## src/rtl/spike_pkg.sv

```systemverilog
`default_nettype none
// ============================================================================
// Package     : spike_pkg
// Description : Shared types and default sizing for the spike output arbiter.
//               Holds the event record carried on the merged spike stream.
// Revision    : 1.0 - initial release
// ============================================================================
package spike_pkg;

  localparam int c_n_neurons  = 8;
  localparam int c_time_width = 16;
  localparam int c_drop_width = 8;
  localparam int c_addr_width = $clog2(c_n_neurons);

  // One merged output event at the default sizing.
  typedef struct packed {
    logic [c_addr_width-1:0] addr;
    logic                    on_off;
    logic [c_time_width-1:0] time_stamp;
  } spike_event_t;

endpackage
`default_nettype wire

```

## src/rtl/spike_out_arbiter_if.sv

```systemverilog
`default_nettype none
// ============================================================================
// Interface   : spike_out_arbiter_if
// Description : Bundles the neuron spike inputs and the merged event output
//               stream (valid/ready) of spike_out_arbiter.
//   spike_valid  - per-neuron one-cycle spike pulse
//   spike_on_off - per-neuron flag (1 = threshold spike, 0 = end of refractory)
//   out_valid / out_ready - event handshake
//   out_addr, out_on_off, out_time - event payload
//   overflow     - sticky "event dropped" flag
//   drop_count   - saturating drop counter (only when SPIKE_ARB_DROP_CNT_EN)
// Modports    : master = arbiter side, slave = consumer / neuron driver side
// Revision    : 1.0 - initial release
// ============================================================================
interface spike_out_arbiter_if
  import spike_pkg::*;
#(
  parameter int N_NEURONS  = c_n_neurons,
  parameter int ADDR_WIDTH = $clog2(N_NEURONS),
  parameter int TIME_WIDTH = c_time_width
`ifdef SPIKE_ARB_DROP_CNT_EN
  , parameter int DROP_WIDTH = c_drop_width
`endif
);

  logic [N_NEURONS-1:0]  spike_valid;
  logic [N_NEURONS-1:0]  spike_on_off;
  logic                  out_valid;
  logic                  out_ready;
  logic [ADDR_WIDTH-1:0] out_addr;
  logic                  out_on_off;
  logic [TIME_WIDTH-1:0] out_time;
  logic                  overflow;
`ifdef SPIKE_ARB_DROP_CNT_EN
  logic [DROP_WIDTH-1:0] drop_count;
`endif

  modport master (
    input  spike_valid, spike_on_off, out_ready,
`ifdef SPIKE_ARB_DROP_CNT_EN
    output drop_count,
`endif
    output out_valid, out_addr, out_on_off, out_time, overflow
  );

  modport slave (
    output spike_valid, spike_on_off, out_ready,
`ifdef SPIKE_ARB_DROP_CNT_EN
    input  drop_count,
`endif
    input  out_valid, out_addr, out_on_off, out_time, overflow
  );

endinterface
`default_nettype wire

```

## src/rtl/spike_out_arbiter_rr_arbiter.sv

```systemverilog
`default_nettype none
// ============================================================================
// Module      : rr_arbiter
// Description : Combinational round-robin picker. Selects the first asserted
//               request at or after the pointer, wrapping modulo N.
//   i_req   - request mask
//   i_ptr   - round-robin start index
//   o_grant - one-hot grant (zero when no request)
//   o_idx   - index of granted request
//   o_any   - at least one request present
// Revision    : 1.0 - initial release
// ============================================================================
module rr_arbiter #(
  parameter int N  = 8,
  parameter int AW = $clog2(N)
) (
  input  logic [N-1:0]  i_req,
  input  logic [AW-1:0] i_ptr,
  output logic [N-1:0]  o_grant,
  output logic [AW-1:0] o_idx,
  output logic          o_any
);

  always_comb begin : comb_pick
    logic [AW:0]   v_sum;
    logic [AW-1:0] v_idx;
    o_grant = '0;
    o_idx   = '0;
    o_any   = 1'b0;
    v_sum   = '0;
    v_idx   = '0;
    for (int k = 0; k < N; k++) begin
      // Candidate index = (ptr + k) mod N, computed one bit wider to catch wrap.
      v_sum = {1'b0, i_ptr} + (AW+1)'(k);
      if (v_sum >= (AW+1)'(N)) begin
        v_sum = v_sum - (AW+1)'(N);
      end
      v_idx = v_sum[AW-1:0];
      if (!o_any && i_req[v_idx]) begin
        o_any          = 1'b1;
        o_grant[v_idx] = 1'b1;
        o_idx          = v_idx;
      end
    end
  end

endmodule
`default_nettype wire

```

## src/rtl/spike_out_arbiter.sv

```systemverilog
`default_nettype none
// ============================================================================
// Module      : spike_out_arbiter
// Description : Captures one-cycle spike pulses from N_NEURONS sources into
//               one pending slot per neuron and merges them round-robin onto a
//               single registered valid/ready event stream carrying the
//               neuron address, on/off flag and arrival timestamp.
//   clk   - system clock
//   reset - synchronous, active-low reset
//   bus   - spike_out_arbiter_if.master (spike inputs, event output stream,
//           overflow, and drop_count when SPIKE_ARB_DROP_CNT_EN is defined)
// Config      : `define SPIKE_ARB_DROP_CNT_EN adds the saturating drop counter.
// Revision    : 1.0 - initial release
// ============================================================================
module spike_out_arbiter
  import spike_pkg::*;
#(
  parameter int N_NEURONS  = c_n_neurons,
  parameter int ADDR_WIDTH = $clog2(N_NEURONS),
  parameter int TIME_WIDTH = c_time_width
`ifdef SPIKE_ARB_DROP_CNT_EN
  , parameter int DROP_WIDTH = c_drop_width
`endif
) (
  input  logic                       clk,
  input  logic                       reset,
  spike_out_arbiter_if.master        bus
);

  // Pending slots, one per neuron.
  logic [N_NEURONS-1:0]  r_full;
  logic [N_NEURONS-1:0]  r_on;
  logic [TIME_WIDTH-1:0] r_ts [N_NEURONS];

  logic [TIME_WIDTH-1:0] r_time;
  logic [ADDR_WIDTH-1:0] r_ptr;

  // Output register.
  logic                  r_out_valid;
  logic [ADDR_WIDTH-1:0] r_out_addr;
  logic                  r_out_on_off;
  logic [TIME_WIDTH-1:0] r_out_time;
  logic                  r_overflow;

  logic                  w_load;
  logic [N_NEURONS-1:0]  w_arb_grant;
  logic [N_NEURONS-1:0]  w_grant;
  logic [N_NEURONS-1:0]  w_drop;
  logic [ADDR_WIDTH-1:0] w_idx;
  logic                  w_any;
  logic                  w_win;
  logic [ADDR_WIDTH-1:0] w_ptr_next;

  assign w_load = !r_out_valid || bus.out_ready;

  rr_arbiter #(
    .N  (N_NEURONS),
    .AW (ADDR_WIDTH)
  ) u_rr_arbiter (
    .i_req   (r_full),
    .i_ptr   (r_ptr),
    .o_grant (w_arb_grant),
    .o_idx   (w_idx),
    .o_any   (w_any)
  );

  assign w_win   = w_load && w_any;
  assign w_grant = w_load ? w_arb_grant : '0;
  // A slot being granted this cycle is free for a new pulse; otherwise the
  // stored (older) event wins and the new one is lost.
  assign w_drop  = bus.spike_valid & r_full & ~w_grant;
  assign w_ptr_next = (w_idx == ADDR_WIDTH'(N_NEURONS-1)) ? '0 : w_idx + 1'b1;

  always_ff @(posedge clk) begin
    if (!reset) begin
      r_full <= '0;
      r_on   <= '0;
      for (int i = 0; i < N_NEURONS; i++) begin
        r_ts[i] <= '0;
      end
    end else begin
      for (int i = 0; i < N_NEURONS; i++) begin
        if (bus.spike_valid[i] && (!r_full[i] || w_grant[i])) begin
          r_full[i] <= 1'b1;
          r_on[i]   <= bus.spike_on_off[i];
          r_ts[i]   <= r_time;
        end else if (w_grant[i]) begin
          r_full[i] <= 1'b0;
        end
      end
    end
  end

  always_ff @(posedge clk) begin
    if (!reset) begin
      r_time       <= '0;
      r_ptr        <= '0;
      r_out_valid  <= 1'b0;
      r_out_addr   <= '0;
      r_out_on_off <= 1'b0;
      r_out_time   <= '0;
      r_overflow   <= 1'b0;
    end else begin
      r_time <= r_time + 1'b1;
      if (|w_drop) begin
        r_overflow <= 1'b1;
      end
      if (w_win) begin
        r_out_valid  <= 1'b1;
        r_out_addr   <= w_idx;
        r_out_on_off <= r_on[w_idx];
        r_out_time   <= r_ts[w_idx];
        r_ptr        <= w_ptr_next;
      end else if (w_load) begin
        r_out_valid <= 1'b0;
      end
    end
  end

`ifdef SPIKE_ARB_DROP_CNT_EN
  logic [DROP_WIDTH-1:0] r_drop_count;
  logic [DROP_WIDTH:0]   w_drop_sum;

  // Several neurons may drop in the same cycle; each one counts.
  always_comb begin
    w_drop_sum = {1'b0, r_drop_count};
    for (int i = 0; i < N_NEURONS; i++) begin
      w_drop_sum = w_drop_sum + (DROP_WIDTH+1)'(w_drop[i]);
    end
  end

  always_ff @(posedge clk) begin
    if (!reset) begin
      r_drop_count <= '0;
    end else if (w_drop_sum[DROP_WIDTH]) begin
      r_drop_count <= '1;
    end else begin
      r_drop_count <= w_drop_sum[DROP_WIDTH-1:0];
    end
  end

  assign bus.drop_count = r_drop_count;
`endif

  assign bus.out_valid  = r_out_valid;
  assign bus.out_addr   = r_out_addr;
  assign bus.out_on_off = r_out_on_off;
  assign bus.out_time   = r_out_time;
  assign bus.overflow   = r_overflow;

endmodule
`default_nettype wire
```

## src/flat_wrapper.sv

```systemverilog
// flat-port wrapper written by rule: the top's interface ports become plain ports
module spike_out_arbiter_flat import spike_pkg::*;
#(
  parameter int N_NEURONS  = c_n_neurons,
  parameter int ADDR_WIDTH = $clog2(N_NEURONS),
  parameter int TIME_WIDTH = c_time_width

)
  (clk, reset, bus_spike_valid, bus_spike_on_off, bus_out_ready, bus_out_valid, bus_out_addr, bus_out_on_off, bus_out_time, bus_overflow);
  spike_out_arbiter_if #(.N_NEURONS(N_NEURONS), .ADDR_WIDTH(ADDR_WIDTH), .TIME_WIDTH(TIME_WIDTH)) bus_i ();
  input  logic clk;
  input  logic reset;
  input wire logic [$bits(bus_i.spike_valid)-1:0] bus_spike_valid;
  input wire logic [$bits(bus_i.spike_on_off)-1:0] bus_spike_on_off;
  input wire logic [$bits(bus_i.out_ready)-1:0] bus_out_ready;
  output wire logic [$bits(bus_i.out_valid)-1:0] bus_out_valid;
  output wire logic [$bits(bus_i.out_addr)-1:0] bus_out_addr;
  output wire logic [$bits(bus_i.out_on_off)-1:0] bus_out_on_off;
  output wire logic [$bits(bus_i.out_time)-1:0] bus_out_time;
  output wire logic [$bits(bus_i.overflow)-1:0] bus_overflow;
  assign bus_i.spike_valid = bus_spike_valid;
  assign bus_i.spike_on_off = bus_spike_on_off;
  assign bus_i.out_ready = bus_out_ready;
  assign bus_out_valid = bus_i.out_valid;
  assign bus_out_addr = bus_i.out_addr;
  assign bus_out_on_off = bus_i.out_on_off;
  assign bus_out_time = bus_i.out_time;
  assign bus_overflow = bus_i.overflow;
  spike_out_arbiter #(.N_NEURONS(N_NEURONS), .ADDR_WIDTH(ADDR_WIDTH), .TIME_WIDTH(TIME_WIDTH)) u_core (.clk(clk), .reset(reset), .bus(bus_i));
endmodule
```

## config.mk

```make
export PLATFORM = sky130hd
export DESIGN_NAME = spike_out_arbiter_flat
export DESIGN_NICKNAME = d
export VERILOG_FILES = /design/src/rtl/spike_pkg.sv /design/src/rtl/spike_out_arbiter_if.sv /design/src/rtl/spike_out_arbiter_rr_arbiter.sv /design/src/rtl/spike_out_arbiter.sv /design/src/flat_wrapper.sv
export SDC_FILE = /design/constraint.sdc
export NUM_CORES = 1
export LEC_CHECK = 0
export ABC_AREA = 1
export CAP_MARGIN = 25
export CORE_AREA = 2 2 168 170
export DETAILED_ROUTE_END_ITERATION = 12
export DIE_AREA = 0 0 170 172
export HOLD_SLACK_MARGIN = 0.1
export MAX_ROUTING_LAYER = met4
export PLACE_DENSITY = 0.6
export SETUP_SLACK_MARGIN = 0.1
export SKIP_LAST_GASP = 1
export SLEW_MARGIN = 20
export SYNTH_ARGS = -nofsm -noshare
export SYNTH_HDL_FRONTEND = slang
export SYNTH_SLANG_ARGS = --single-unit
```

## constraint.sdc

```tcl
create_clock -name clk -period 5.11 [get_ports clk]
set_clock_uncertainty 0.05 [all_clocks]
set_input_delay 0.7665 -clock clk [delete_from_list [all_inputs] [get_ports clk]]
set_output_delay 0.7665 -clock clk [all_outputs]
set_load 0.005 [all_outputs]
```

======== Word-level counts from Yosys, hierarchy flattened ========
Memories as Yosys holds them, arrays and structs flattened. A register that Yosys moved wholly into a read port is not among the register bits.
Index checks and enable logic that the tools add are counted.
operators by class
  $add $sub $neg .......................... 17
  magnitude comparators ................... 25
  equality and inequality tests ........... 1
  mux-type cells .......................... 119
  bitwise gates (word level) .............. 18
  reduce and logical (&&, ||, !) cells .... 60
operator list
  operator                 count
  $mux W16                 8
  $mux W8                  9
  $mux W1                  68
  $or A8 B8 Y8             7
  $mux W3                  17
  $lt A3 B4 Y1 const B     9
  $ge A4 B4 Y1 const B     7
  $bmux W1 S3              9
  $demux W1 S3             8
  $ge A3 B1 Y1 const B     8
  $logic_and A1 B1 Y1      24
  $sub A3 B1 Y3 const B    8
  $reduce_bool A2 Y1       9
  $logic_not A1 Y1         17
  $add A16 B1 Y16 const B  1
  $add A3 B3 Y4 const B    4
  $and A8 B8 Y8            2
  $logic_or A1 B1 Y1       9
  $add A3 B2 Y4 const B    2
  $not A8 Y8               1
  $or A1 B1 Y1             8
  $reduce_or A8 Y1         1
  $add A3 B1 Y4 const B    1
  $ge A3 B4 Y1 const B     1
  2 further kinds          2
word-level totals
  bits in registers ....................... 41
  RAM bits ................................ 128
  output and inout port bits .............. 22
  memories ................................ 1
memory list
  memory       depth  width  rd ports  clocked after memory_dff  wr ports  RTL line                 text
  u_core.r_ts  8      16     1         1                         8         spike_out_arbiter.sv:33  logic [TIME_WIDTH-1:0] r_ts [N_NEURONS];

======== Depth between registers and ports, before layout ========
  depth after elaboration ................. 33
  mapped depth ............................ 25
  mapped depth without buffers ............ 20

======== Modules after synthesis ========
A second synthesis with hierarchy kept.
second synthesis, totals
  cells, all modules ...................... 1200
  area total of the unflattened synthesis .. 9614.2 sq um
by module, submodules not included
  module             times used  cells each  area an instance (sq um)
  spike_out_arbiter  1           895         8062.7
  rr_arbiter         1           305         1551.5

======== Worst setup path after synthesis ========
Ideal clock, no wire load.
  path type ............................... reg2reg
  start point ............................. reg u_core.r_ptr[0]
  end point ............................... mem u_core.r_ts[0][0] (netlist bit), enable pin
  library setup time ...................... 372 ps
  data arrival time ....................... 3317 ps
  data required time ...................... 4688 ps
  path slack .............................. 1371 ps
  cell stages (with the launch flop) ...... 23
  path buffers ............................ 5
  cell sequence ........................... dfxtp_1 > inv_2 > buf_4 > clkbuf_1 > ha_1 > buf_2 > inv_2 > buf_2 > nand3_1 > nand2_1 > nand2_1 > nand2_2 > nand4_4 > nor2_8 > nand3_4 > inv_2 > nand2_1 > o211ai_1 > nand2_1 > nand2_1 > nand2_2 > buf_2 > nand2_1
RTL lines
  what                    RTL line                  text
  from (decl)             spike_out_arbiter.sv:36   logic [ADDR_WIDTH-1:0] r_ptr;
  from (signal assigned)  spike_out_arbiter.sv:113  r_ptr <= w_ptr_next;
  to (decl)               spike_out_arbiter.sv:33

==> results.rst <==
.. list-table::
   :header-rows: 1

   * - Metric
     - Value
   * - DR pass1 iterations
     - 7
   * - Drt wl/cell
     - 16.9 µm
   * - Simple-gate share of the synthesized area
     - 0.347
   * - Number of CTS-inserted buffers
     - 17
   * - End point of the worst hold path
     - u_core.r_on[1]$_SDFFE_PN0P_
   * - Synthesized net count
     - 1202
   * - Starting DRC count in detailed routing
     - between 900 and 1000
   * - CTS HTree Levels
     - 4
   * - Antenna cell count
     - 0
   * - Global routing usage summed across all routing layers
     - 0.190
   * - Max FO, Critical Path
     - 19
   * - Post-Synthesis Cells
     - 1174
   * - Fill cell count
     - 2786
   * - Worst Path Class, Setup
     - flip-flop to flip-flop
   * - Vias in the first global route
     - 7539
   * - FFs w/ async S/R, synth
     - 0
   * - Max cap viols
     - 0
   * - CP Launch Type
     - flip-flop
   * - Share of post-route cells with drive strength above 1
     - 0.0753
   * - Largest net degree at the start of global routing
     - 45
   * - DR WL met3
     - between 1500 and 2000 µm
   * - Xor-xnor portion of the synthesized cell area
     - 0.00172
   * - Actual transition at the worst max-transition pin
     - 784 ps
   * - DR vias
     - 7978
   * - Site row count
     - 61
   * - Die Width
     - between 150 and 200 µm
   * - Number of distinct library cell variants in the gate-level netlist after synthesis
     - 41
   * - Startpoint of the worst-slack reg-to-reg timing path
     - u_core.r_ptr[1]$_SDFFE_PN0P_
   * - Cell depth of the worst hold path
     - 2
   * - Placeable core region
     - 0.0275 mm²
   * - Aggregate global routing overflow
     - 0
   * - Clock-pin slew reported for the worst setup and hold paths after clock tree synthesis
     - 70 ps
   * - Buffer depth of the longest clock path
     - 2
   * - Final hold violations
     - 0
   * - Synth Area in Compound Gates
     - 0.0482
   * - Max-slew violation total from the final report
     - 0
   * - Worst EP required
     - 5120 ps
   * - Area overhead of the layout relative to synthesis
     - 13.7%
   * - Post-route clock period utilization
     - 0.886
   * - Hold bufs inserted after CTS
     - 0
   * - Area of all placed cells without fillers
     - 0.0108 mm²
   * - Nature of the critical path endpoint
     - flip-flop
   * - Largest family of logic cells by synthesized area
     - simple AND/OR/NAND/NOR gates
   * - EDFF count, synth
     - 128
   * - Synth warnings
     - 0
   * - Data arrival at the endpoint of the critical path
     - 4540 ps
   * - CTS-repair resized insts
     - 0
   * - Status
     - complete, no violations
   * - Reg2reg end
     - u_core.r_ts[3][6]$_SDFFCE_PN0P_
   * - Minimum setup slack in the final design
     - between 500 and 600 ps
   * - Critical hold path startpoint
     - u_core.r_on[1]$_SDFFE_PN0P_
   * - Highest Signal Layer
     - met4
   * - Highest Clock Rate
     - 221 MHz
   * - Placed inst area
     - 0.0102 mm²
   * - # Post-CTS Setup Buffers
     - 0
   * - Headroom to the max-slew limit
     - 0.476
   * - Part of the Yosys area used for sequential elements
     - 0.526
   * - Minimum setup slack after placement
     - 666 ps
   * - Worst hold-check slack
     - between 400 and 500 ps
   * - Mux share of post-synthesis cell area
     - 0
   * - First-pass GRT wire length
     - just over 40000 µm
   * - Mapped Avg Cell Area
     - 8.07 µm²
   * - Post-Route M1 WL
     - 11800 µm
   * - Post-route antenna net violation count
     - 0
   * - Number of antenna violations at the first check in global routing
     - 0
   * - Syn Std Cell Area
     - between 0.009 and 0.01 mm²
   * - Top-Level Pins
     - 41
   * - Setup violation total in the final timing report
     - 0
   * - Post-DP HPWL
     - 18000 µm
   * - Unrepaired setup endpoints after global routing
     - false
   * - Vias per inst
     - 5.13
   * - Met2 WL
     - 12400 µm
   * - Internal reg-to-reg setup slack
     - 580 ps
   * - Count of nets after finishing
     - around 1200
   * - Primary FF master, synth
     - edfxtp_1
   * - Register bit total from synthesis
     - approximately 190
   * - Sinks on Clock Net
     - about 190
   * - Worst Reg-to-Reg Cells
     - 17
   * - Min Tclk post-route
     - 4530 ps
   * - Aggregate routed wire length
     - 26200 µm
   * - I/O Buffers
     - 40
   * - Effective utilization at floorplan
     - 0.345
   * - Clk_lat worst skew
     - 440 ps
   * - Clock root buffer
     - clkbuf_16
   * - Class of the tightest hold or removal check
     - flip-flop to flip-flop
   * - Area share of fa/ha/maj cells after synthesis
     - 0.0119
   * - Die Footprint
     - 0.0292 mm²
   * - Global placement routability congestion
     - 0.975
   * - TritonCTS clock tree
     - built
   * - # DRC
     - 0
   * - Total negative setup slack
     - 0 ps
   * - Die extent in y
     - 172 µm
==> per-layer routing <==
metal,global-route usage,vias to the layer above
met4,0.0535,0
met5,-,-
li1,-,3924
met3,0.0323,32
met2,0.308,239
met1,0.248,3783
==> flip-flops by register name (all words and copies together), names as in the netlist <==
signal and flops:
u_core.bus.out_time 16, u_core.bus.out_valid 1, u_core.bus.out_addr 3, u_core.r_ptr 3, u_core.r_time 16, u_core.r_on 8
u_core.bus.out_on_off 1, u_core.r_full 8, u_core.bus.overflow 1, u_core.r_ts 128
==> metrics by stage <==
stage                util  instances
finish              0.392       1554
global placement    0.369       1521
CTS                 0.391       1553
detailed placement  0.369       1521
global route        0.392       1554
floorplan               -       1174
==> cells in the final DEF (no fill, tap or decap), types with 2 or more instances in the layout <==
master             n
inv_1             74
clkinvlp_4         4
ha_1               9
bufinv_16          3
edfxtp_1         128
o211ai_1           3
nor2_2             5
a31oi_1            2
o21ai_0           24
nand4_1            6
nand3_2            4
nor3b_1            2
nor2_1           170
clkbuf_16         17
nand3_4            2
nand2_2           11
dfxtp_1           57
buf_4             15
clkdlybuf4s50_1   39
clkinv_2           2
nand3_1          198
nor3_1            19
inv_2             11
nand2_1          331
a21oi_1           44
clkinv_1           3
inv_6              3
==> critical path, stage by stage, from the launching register on <==
cell and delay, ps:
dfxtp_1 530, inv_2 170, ha_1 520, inv_2 270, nand3_1 150, nand2_1 80
nand2_1 60, nand2_2 130, nand3_4 130, nor2_2 430, nand2_1 140, nand3_1 120
nor2_1 50, nand3_1 100, nand2_1 90, nand2_1 120, nand2_2 270, nand2_1 680
==> cell type report <==
class	instances	area [µm²]	share of cell area
well taps	346	433	0.0402
repair buffers	57	556	0.0515
flip-flops and latches	185	4980	0.462
inverters	88	333	0.0309
multi-input cells	846	3870	0.359
clock buffers	18	429	0.0398
clock inverters	14	171	0.0159
==> Yosys cell counts (5+ instances only) <==
cell / count / area (µm²)
clkbuf_1: 21 / 78.8
nand3_1: 198 / 991
ha_1: 9 / 113
nand4_1: 6 / 37.5
buf_4: 8 / 60.1
dfxtp_1: 57 / 1140
nor2_2: 5 / 31.3
inv_2: 11 / 41.3
nor3_1: 19 / 95.1
nor2_1: 170 / 638
o21ai_0: 24 / 120
nand2_2: 11 / 68.8
a21oi_1: 44 / 220
edfxtp_1: 128 / 3840
buf_2: 23 / 115
inv_1: 74 / 278
nand2_1: 331 / 1240
==> cell families (layout without fill, tap and decap cells) <==
group / after synthesis / in the layout
xor gates and xnor gates: 1 / 1
and+or+nand+nor: 755 / 755
DFF: 185 / 185
AOI/OAI and AO/OA: 81 / 81
buffers and inverters: 143 / 177
adders and majority gates: 9 / 9
==> how the worst max path moves through the flow <==
stage | from | to | slack (ps) | depth (start not counted)
after global placement | u_core.r_ptr[1]$_SDFFE_PN0P_ | u_core.r_ts[3][1]$_SDFFCE_PN0P_ | 810 | 17
after floorplan | u_core.r_ptr[0]$_SDFFE_PN0P_ | u_core.r_ts[0][0]$_SDFFCE_PN0P_ | 1370 | 22
after CTS | u_core.r_ptr[1]$_SDFFE_PN0P_ | u_core.r_ts[3][6]$_SDFFCE_PN0P_ | 650 | 17
final | u_core.r_ptr[1]$_SDFFE_PN0P_ | u_core.r_ts[3][6]$_SDFFCE_PN0P_ | 580 | 17
after global routing | u_core.r_ptr[1]$_SDFFE_PN0P_ | u_core.r_ts[3][4]$_SDFFCE_PN0P_ | 220 | 17
after detailed placement | u_core.r_ptr[1]$_SDFFE_PN0P_ | u_core.r_ts[3][0]$_SDFFCE_PN0P_ | 670 | 17
Power is left out: the tool's default activity adds up to more than one toggle a clock period on the data nets, which glitch-free logic cannot reach.
